### src/rtl/multi_clk_generator.sv
// Multi-channel event clock generator: each channel fires on a wrap-safe
// comparison of a shared timestamp against a drift-free due register.
module multi_clk_generator #(
  parameter int unsigned NCH = 4,
  parameter int unsigned W   = 32
) (
  input  logic             clk,
  input  logic             rst,
  input  logic [W-1:0]     count,
  input  logic [NCH-1:0]   en,
  input  logic [NCH-1:0]   mode,
  input  logic [NCH*W-1:0] limit,
  input  logic [NCH-1:0]   ovr_clr,
  output logic [NCH-1:0]   clk_out,
  output logic [NCH-1:0]   tick,
  output logic [NCH-1:0]   overrun
);

  for (genvar i = 0; i < NCH; i++) begin : g_ch
    logic [W-1:0] lim;
    logic [W-1:0] nd;
    logic [W-1:0] diff_now;
    logic [W-1:0] diff_nd;
    logic         reached;
    logic         nd_reached;
    logic         idle;

    logic [W-1:0] due_q;
    logic [W-1:0] due_d;
    logic         clk_out_q;
    logic         clk_out_d;
    logic         tick_q;
    logic         tick_d;
    logic         overrun_q;
    logic         overrun_d;

    assign lim        = limit[i*W +: W];
    assign nd         = due_q + lim;
    assign diff_now   = count - due_q;
    assign diff_nd    = count - nd;
    // Sign bit of the modular difference gives a wrap-safe count >= due.
    assign reached    = ~diff_now[W-1];
    assign nd_reached = ~diff_nd[W-1];
    assign idle       = ~en[i] || (lim == '0);

    always_comb begin
      due_d     = due_q;
      clk_out_d = clk_out_q;
      tick_d    = 1'b0;
      overrun_d = overrun_q & ~ovr_clr[i];

      if (idle) begin
        due_d     = count + lim;
        clk_out_d = 1'b0;
      end else if (reached) begin
        tick_d    = 1'b1;
        clk_out_d = mode[i] ? 1'b1 : ~clk_out_q;
        // Fell behind by a full interval: resync to now and drop missed events.
        if (nd_reached) begin
          due_d     = count + lim;
          overrun_d = 1'b1;
        end else begin
          due_d = nd;
        end
      end else if (mode[i]) begin
        clk_out_d = 1'b0;
      end
    end

    always_ff @(posedge clk) begin
      if (rst) begin
        due_q     <= count + lim;
        clk_out_q <= 1'b0;
        tick_q    <= 1'b0;
        overrun_q <= 1'b0;
      end else begin
        due_q     <= due_d;
        clk_out_q <= clk_out_d;
        tick_q    <= tick_d;
        overrun_q <= overrun_d;
      end
    end

    assign clk_out[i] = clk_out_q;
    assign tick[i]    = tick_q;
    assign overrun[i] = overrun_q;
  end

endmodule

### config.mk
export PLATFORM = sky130hd
export DESIGN_NAME = multi_clk_generator
export DESIGN_NICKNAME = d
export VERILOG_FILES = /design/src/rtl/multi_clk_generator.sv
export SDC_FILE = /design/constraint.sdc
export NUM_CORES = 1
export LEC_CHECK = 0
export BUFFER_PORTS_ARGS = -buffer_cell sky130_fd_sc_hd__buf_4
export CAP_MARGIN = 20
export CORE_MARGIN = 10
export CORE_UTILIZATION = 45
export DETAILED_ROUTE_END_ITERATION = 6
export GPL_ROUTABILITY_DRIVEN = 1
export PLACE_DENSITY = 0.66
export SLEW_MARGIN = 20
export SYNTH_ARGS = -nofsm -noshare
export SYNTH_HDL_FRONTEND = slang
export SYNTH_SLANG_ARGS = --single-unit
export TNS_END_PERCENT = 30
### constraint.sdc
create_clock -name clk -period 10.9 [get_ports clk]
set_clock_uncertainty 0.15 [all_clocks]
set_input_delay 2.725 -clock clk [delete_from_list [all_inputs] [get_ports clk]]
set_output_delay 2.725 -clock clk [all_outputs]
set_load 0.05 [all_outputs]
Word-level counts from Yosys, hierarchy flattened
Index checks and enable logic that the tools add are counted.

Bits in registers: 140. Input bits: 174. Word-level logic and storage cells: 112.

Add/subtract/negate cells: 16. Equality and inequality tests: 8. Multiplexer cells: 44. Bitwise gates (word level): 16. Reduce and logical (&&, ||, !) cells: 12.

Operators by type and width (number): two-way mux 32 bit (16); adder 32 bit (8); subtractor 32 bit (8); logical NOT 32 bit (4); two-way mux 1 bit (28); != test 3 x 2 -> 1 bit (second input constant) (4); inverter 1 bit (12); != test 2 bit (second input constant) (4); OR reduction 2 bit (4); bitwise AND 1 bit (4); logical OR 1 bit (4).

Logic depth before layout (Yosys ltp)
Gate-level depths: netlist (run 1).

Depth in word-level cells: 6. Mapped depth: 24.

Worst setup path before layout (run 1)
No wires, ideal clock.

Kind: input to register. Start: input limit[32]. End: register g_ch[1].due_q[30] (data pin). Setup time: 0.272 ns. Data arrival time: 7.683 ns. Required time: 10.478 ns. Path slack: 2.795 ns. Stages: 21. Buffers on the path: 1. Cells stage by stage: ha_1 > fa_1 > a21o_1 > a21oi_1 > o21ai_1 > o311a_1 > a31oi_1 > o31ai_1 > a31oi_1 > nor3_1 > a311oi_1 > ha_1 > a41o_1 > a21o_1 > a2111oi_0 > o21bai_1 > a211o_1 > nor3_1 > mux2_2 > buf_2 > mux2i_1.

Word-level cells in the longest chain between the ends: 6. Elaborated cells on any way between the ends: 9. Those cells by class: add/sub: 3; mux: 4; reduce/logical: 2.

RTL lines: start, declared (RTL line 12) `input logic [NCH*W-1:0] limit,`; adder 32 bit (RTL line 38) `assign nd = due_q + lim;`; subtractor 32 bit (RTL line 40) `assign diff_nd = count - nd;`; two-way mux 32 bit (RTL line 59) `if (nd_reached) begin`; two-way mux 32 bit (RTL line 55) `end else if (reached) begin`; two-way mux 32 bit (RTL line 52) `if (idle) begin`; two-way mux 32 bit * (RTL line 71) `if (rst) begin`; end signal, assigned (RTL line 72) `due_q <= count + lim;`; end signal, assigned (RTL line 77) `due_q <= due_d;`; end, declared (RTL line 28) `logic [W-1:0] due_q;`.

Every way passes the cells marked *; elsewhere a longest branch is shown, timed or not. The select of a mux whose other input is x is not followed. A chain may end at the register's enable or synchronous reset.

Worst setup path after layout (run 1)
Start: input limit[32]. End: register g_ch[1].due_q[24] (data pin).

The elaborated chain is that of the path after synthesis.

==> results of run 1 <==
-- worst max-delay path: cells and delay by family --
family                   cells  cell delay [ns]
AO/OA/AOI/OAI               13             3.58
adder cells (fa/ha/maj)      3             0.95
buffers and inverters        2             0.48
multiplexers                 2             0.91
AND/OR/NAND/NOR              2             0.42
-- cells in the final DEF (no fill, tap or decap), types with 11 or more instances in the layout --
cell	synthesis	routed
nand2b_1	58	57
edfxtp_1	128	128
nor2b_1	34	34
a31oi_1	17	17
buf_4	18	196
o21bai_1	27	27
o211ai_1	17	17
and3_1	24	24
mux2i_1	122	122
a21oi_1	269	269
nor4_1	45	45
inv_1	197	197
xnor2_1	114	114
and2_1	12	12
o31ai_1	14	14
a211oi_1	35	35
a21o_1	192	192
dfxtp_1	12	12
nand4_1	62	62
o21ai_0	165	165
a211o_1	13	13
nor2_1	137	136
o2111ai_1	11	11
nand3_1	58	58
or3_1	15	15
o21a_1	41	41
xor2_1	115	115
nor3_1	44	44
ha_1	488	488
clkbuf_16	0	17
nand2_1	149	149
-- state kept, by name, indices dropped and copies added, names as in the netlist --
register and flops:
g_ch.due_q 128, g_ch.clk_out_q 4, g_ch.overrun_q 4, g_ch.tick_q 4
-- worst max-delay path by stage --
stage / slack [ns] / depth (start not counted) / end / start
floorplan: 2.79 / 21 / g_ch[1].due_q[30] / limit[32]
global placement: 1.67 / 23 / g_ch[1].due_q[30] / limit[32]
detailed placement: 1.59 / 22 / g_ch[1].due_q[24] / limit[32]
CTS: 2.09 / 22 / g_ch[1].due_q[30] / limit[32]
global route: 1.55 / 22 / g_ch[1].due_q[23] / limit[32]
finish: 2.00 / 22 / g_ch[1].due_q[24] / limit[32]
-- metrics by stage --
step | setup WS, ns | hold slack, ns | std cells | utilization [%]
floorplan | 2.79 | 0.314 | 2809 | -
global placement | 1.67 | 0.331 | 3651 | 49.5
detailed placement | 1.59 | 0.339 | 3651 | 49.5
CTS | 2.09 | 0.349 | 3683 | 50.7
global route | 1.55 | 0.380 | 3683 | 50.7
finish | 2.00 | 0.348 | 3683 | 50.7
-- cell families after synthesis --
| kind of cell | synth area share [%] |
|---|---|
| AOI/OAI and AO/OA | 24.5 |
| xor gates and xnor gates | 8.85 |
| adders and majority gates | 26.1 |
| buffers and inverters | 4.13 |
| DFF | 17.0 |
| muxes | 5.37 |
| and+or+nand+nor | 14.1 |
-- final cells by class --
type	count	area, um2	share of cell area [%]
clock inverters	13	171	0.642
multi-input cells	2430	18900	70.9
flip-flops and latches	140	4080	15.3
clock buffers	19	453	1.70
repair buffers	196	1470	5.51
inverters	197	739	2.77
well taps	688	861	3.22
-- power groups by stage --
stage	registers (mW)	clock network [mW]	logic, mW
after floorplan	1.12	0	4.21
after global placement	1.21	0	5.30
after detailed placement	1.21	0	5.48
after CTS	1.20	0.669	5.52
after global routing	1.23	0.680	6.22
final	1.21	0.661	5.55
-- per-layer routing --
metal  global-route usage [%]  vias up  wire length, um
li1                         -    11000                -
met2                     41.7      647            37300
met1                     27.8    10600            32800
met5                        0        -                0
met3                     3.29      125             3620
met4                     8.81        0             2390
==> results_dict.tcl, run 1 <==
set metrics [dict create \
    status "complete, no violations" \
    grt_max_degree 33 \
    r2r_slack_ns 3.93 \
    power.density_nw_per_um2 278 \
    peakVddDrop_mv 0.167 \
    start_util_pct 45.6 \
    ys_types 80 \
    crit_chain "buf_4 -> ha_1 -> fa_1 -> a21o_1 -> a21oi_1 -> o21ai_1 -> o311a_1 -> a31oi_1 -> o31ai_1 -> a31oi_1 -> nor3_1 -> a311oi_1 -> ha_1 -> a41o_1 -> a21o_1 -> a2111oi_0 -> o21bai_1 -> a211o_1 -> nor3_1 -> mux2_2 -> buf_4 -> mux2i_1" \
    cts_tree "yes" \
    synth_top_flop_cell "edfxtp_1" \
    fin_area_um2 26700 \
    required_ns 11.10 \
    critical-path-slowest-cell "mux2_2" \
    crit_type "input port to register" \
    yosysSeqAreaShare_pct 17.0 \
    drt_iter0_markers 1634 \
    p_int_mw 3.76 \
    core.rowCount 84 \
    diodes 0 \
    syn_to_final_growth_pct 11.3 \
    finalCritPeriodShare_pct 81.7 \
    post_drt_wl_per_cell_um 20.6 \
    switching_share_pct 49.4 \
    num_vias 22400 \
    coreArea_um2 52700 \
    place_congestion 0.948 \
    rsz0062_at_grt "false" \
    syn-cell-area_um2 24000 \
    syn-instance-count 2809 \
    num_io_pins 186 \
    ant_nets 0 \
    hp-start "g_ch[3].overrun_q" \
    worst_pin_slew_ns 1.06 \
    sequentialPowerShare_pct 16.3 \
    drv_slew 0 \
    placement.io_buffers 185 \
    ctsHoldBuffers 0 \
    synth_seq_cells 140 \
    wl_mm 76.0 \
    clkLatencyLatePin_ns 0.50 \
    synth_most_common_cell "ha_1" \
    nets 3652 \
    grt_pass1_wl_mm 119 \
    power_frac_comb_pct 74.8 \
    htree_levels 4 \
    synth_area_leaders "ha_1, edfxtp_1, a21o_1, a21oi_1, mux2i_1" \
    drive_above_1_share_pct 8.31 \
    cts_resized 0 \
    clockPowerShare_pct 8.9 \
    r2r-end "g_ch[1].due_q[24]" \
    fill_cells 4936 \
    timing.rr.start "g_ch[1].due_q[0]" \
    post-cts-setup-buffers 0 \
    post_dp_cell_area_um2 26100 \
    cts.sinks 140 \
    slew_headroom_pct 28.8 \
    min_to "g_ch[3].overrun_q" \
    gr-total-overflow 0 \
    synth_top_area_share_pct 25.4 \
    drc 0 \
    holdPathStages 2 \
    setup_viol_count_final 0 \
    r2r_cells 21 \
    drt_first_pass_iters 7 \
    numCtsBuffers 17 \
    syn_avg_cell_area_um2 8.54 \
    max_freq_ghz 0.112 \
    first_global_vias 22800 \
    postSynth.asyncResetShare_pct 0 \
    die_y_um 251 \
    max_cap_violations 0 \
    die_w_um 251 \
    cts.clk_slew.worst_paths_ns 0.07 \
    fin_setup_tns_ns 0 \
    leakagePower_nw 12.8 \
    track_usage_pct 23.4 \
    hold_viol 0 \
    cts_buffer_depth 2 \
    period_needed_ns 8.90 \
    drt-vias-per-instance 6.08 \
    worstSetupStartpointType "input port" \
    dp_hpwl_mm 63.7 \
    hold_path.class "register to register" \
    synth_commonest_cells "ha_1, a21oi_1, inv_1" \
    cp.arrival_ns 9.10 \
    synth_nets 3479 \
    synth_edf_count 128 \
    critPathMaxStageDelay_ns 0.68 \
    yosys.area.top_type "ha_1" \
    die_area_um2 63000 \
    cp_max_fo 21 \
    finalPower_mw 7.42 \
    synth_warnings 0 \
    antenna_found_initial 1 \
    p_sw_mw 3.67 \
    root_buffer "clkbuf_16" \
    endpoint_kind "register" \
]
No activity file was read; power rests on OpenSTA's default activity.
==> run 2: changes to the inputs <==
--- a/config.mk
+++ b/config.mk
@@ -11,7 +11,7 @@
 export CORE_UTILIZATION = 45
 export DETAILED_ROUTE_END_ITERATION = 6
 export GPL_ROUTABILITY_DRIVEN = 1
-export PLACE_DENSITY = 0.66
+export PLACE_DENSITY = 0.68
 export SLEW_MARGIN = 20
 export SYNTH_ARGS = -nofsm -noshare
 export SYNTH_HDL_FRONTEND = slang
==> constraint.sdc (replaced) <==
create_clock -name clk -period 7.7 [get_ports clk]
set_clock_uncertainty 0.15 [all_clocks]
set_input_delay 1.925 -clock clk [delete_from_list [all_inputs] [get_ports clk]]
set_output_delay 1.925 -clock clk [all_outputs]
set_load 0.05 [all_outputs]
==> run 2 against run 1 <==
Hold slack lost 0.0026 ns. Sequential power grew 39%. Design area grew 0.66%. Sequential cell count is the same. Critical path type unchanged. Highest routed layer is now met5.
==> results_dict.tcl, run 2 (synthesized netlist as in run 1, its figures left out) <==
set metrics [dict create \
    post_drt_wl_per_cell_um 20.4 \
    fin_setup_tns_ns 0 \
    hold_path.class "register to register" \
    die_y_um 251 \
    hold_viol 0 \
    num_io_pins 186 \
    critical-path-slowest-cell "mux2_2" \
    placement.io_buffers 185 \
    holdWs_ns 0.345 \
    multiInputGateArea_um2 18900 \
    sequentialPowerShare_pct 15.9 \
    root_buffer "clkbuf_16" \
    mostFrequentLayoutCell "ha_1" \
    crit_chain "buf_4 -> ha_1 -> fa_1 -> a21o_1 -> a21oi_1 -> o21ai_1 -> o311a_1 -> a31oi_1 -> o31ai_1 -> a31oi_1 -> nor3_1 -> a311oi_1 -> ha_1 -> a41o_1 -> a21o_1 -> a2111oi_0 -> o21bai_1 -> a211o_1 -> nor3_1 -> mux2_2 -> mux2_1" \
    endpoint_kind "register" \
    grt_pass1_wl_mm 120 \
    finalCritPeriodShare_pct 95.7 \
    peakVddDrop_mv 0.268 \
    cts_tree "yes" \
    critPathMaxStageDelay_ns 0.48 \
    track_usage_pct 23.5 \
    max_cap_violations 0 \
    first_global_vias 23300 \
    wl_mm 75.6 \
    drc 0 \
    r2r_slack_ns 1.43 \
    p_sw_mw 5.18 \
    status "complete, no violations" \
    slew_headroom_pct 34.8 \
    drt_iter0_markers 1661 \
    cts.clk_slew.worst_paths_ns 0.07 \
    die_w_um 251 \
    cts_buffer_depth 2 \
    clkLatencyLatePin_ns 0.50 \
    num_vias 22600 \
    coreArea_um2 52700 \
    period_needed_ns 7.37 \
    cp_max_fo 5 \
    dp_hpwl_mm 63.6 \
    antenna_found_initial 1 \
    die_area_um2 63000 \
    timing.rr.start "g_ch[1].due_q[0]" \
    largest_register_ffs 128 \
    drv_slew 0 \
    switching_share_pct 49.0 \
    crit_family "compound AO/OA/AOI/OAI gates" \
    pre_cts_slack_ns -0.0994 \
    cts.sinks 140 \
    leakagePower_nw 12.9 \
    crit_type "input port to register" \
    syn_to_final_growth_pct 12.1 \
    gr-total-overflow 0 \
    ff_latch_area_um2 4080 \
    drt-vias-per-instance 6.10 \
    drt_first_pass_iters 5 \
    r2r-end "g_ch[1].due_q[0]" \
    setup_viol_count_final 0 \
    worst_pin_slew_ns 0.971 \
    ant_nets 0 \
    hp-start "g_ch[0].overrun_q" \
    power.density_nw_per_um2 393 \
    regMostFlops "g_ch.due_q" \
    post-cts-setup-buffers 0 \
    place_congestion 0.986 \
    required_ns 7.79 \
    layout_setup_ws_ns 0.335 \
    power_frac_comb_pct 75.8 \
    min_to "g_ch[0].overrun_q" \
    final_cell_mix "ha_1, a21oi_1, buf_4, inv_1, a21o_1" \
    max_freq_ghz 0.136 \
    nets 3677 \
    worstSetupStartpointType "input port" \
    start_util_pct 45.6 \
    drive_above_1_share_pct 9.01 \
    p_int_mw 5.38 \
    grt_max_degree 33 \
    cp.arrival_ns 7.46 \
    path_buf_inv 1 \
    rsz0062_at_grt "false" \
    core.rowCount 84 \
    holdPathStages 2 \
    ctsHoldBuffers 0 \
    r2r_cells 20 \
    diodes 0 \
    clockPowerShare_pct 8.2 \
    htree_levels 4 \
    fill_cells 4865 \
    numCtsBuffers 17 \
    cts_resized 0 \
]
run 2: layout make-up:
class / instances / area share (%)
repair buffers: 221 / 6.26
inverters: 197 / 2.75
clock buffers: 18 / 1.63
multi-input cells: 2430 / 70.4
well taps: 688 / 3.20
clock inverters: 14 / 0.558
flip-flops and latches: 140 / 15.2
run 2: worst max path at each step:
stage	start	end	slack [ns]	cells after the start
CTS	limit[32]	g_ch[1].due_q[0]	0.41	21
global placement	limit[96]	g_ch[3].due_q[0]	0.05	24
global route	limit[32]	g_ch[1].due_q[12]	0.03	23
floorplan	limit[32]	g_ch[1].due_q[30]	0.39	21
detailed placement	limit[32]	g_ch[1].due_q[0]	-0.1	21
finish	limit[32]	g_ch[1].due_q[0]	0.33	21
run 2: metrics by stage:
step,cells,util [%],power (mW),area (um2)
after floorplan,2809,-,7.55,24000
after global placement,3676,50.0,9.32,26300
after detailed placement,3676,50.0,9.59,26300
after CTS,3708,51.1,10.5,26900
after global routing,3708,51.1,11.6,26900
final,3708,51.1,10.6,26900
run 2: routing by layer:
| layer | wire, um | GRT usage, % |
|---|---|---|
| met3 | 4300 | 3.86 |
| met4 | 2420 | 8.81 |
| met5 | 13 | 0 |
| met2 | 36800 | 41.3 |
| met1 | 32000 | 28.0 |
run 2: power by group through the flow:
stage	Combinational, mW	Clock (mW)	Sequential, mW
finish	8.01	0.872	1.68
global route	8.94	0.911	1.73
CTS	7.96	0.884	1.68
detailed placement	7.90	0	1.69
global placement	7.63	0	1.69
floorplan	5.96	0	1.59
run 2: tightest hold or removal path, stage by stage (launching register included):
cell and delay [ns]:
dfxtp_1 0.32, nand2b_1 0.06, o32ai_1 0.07
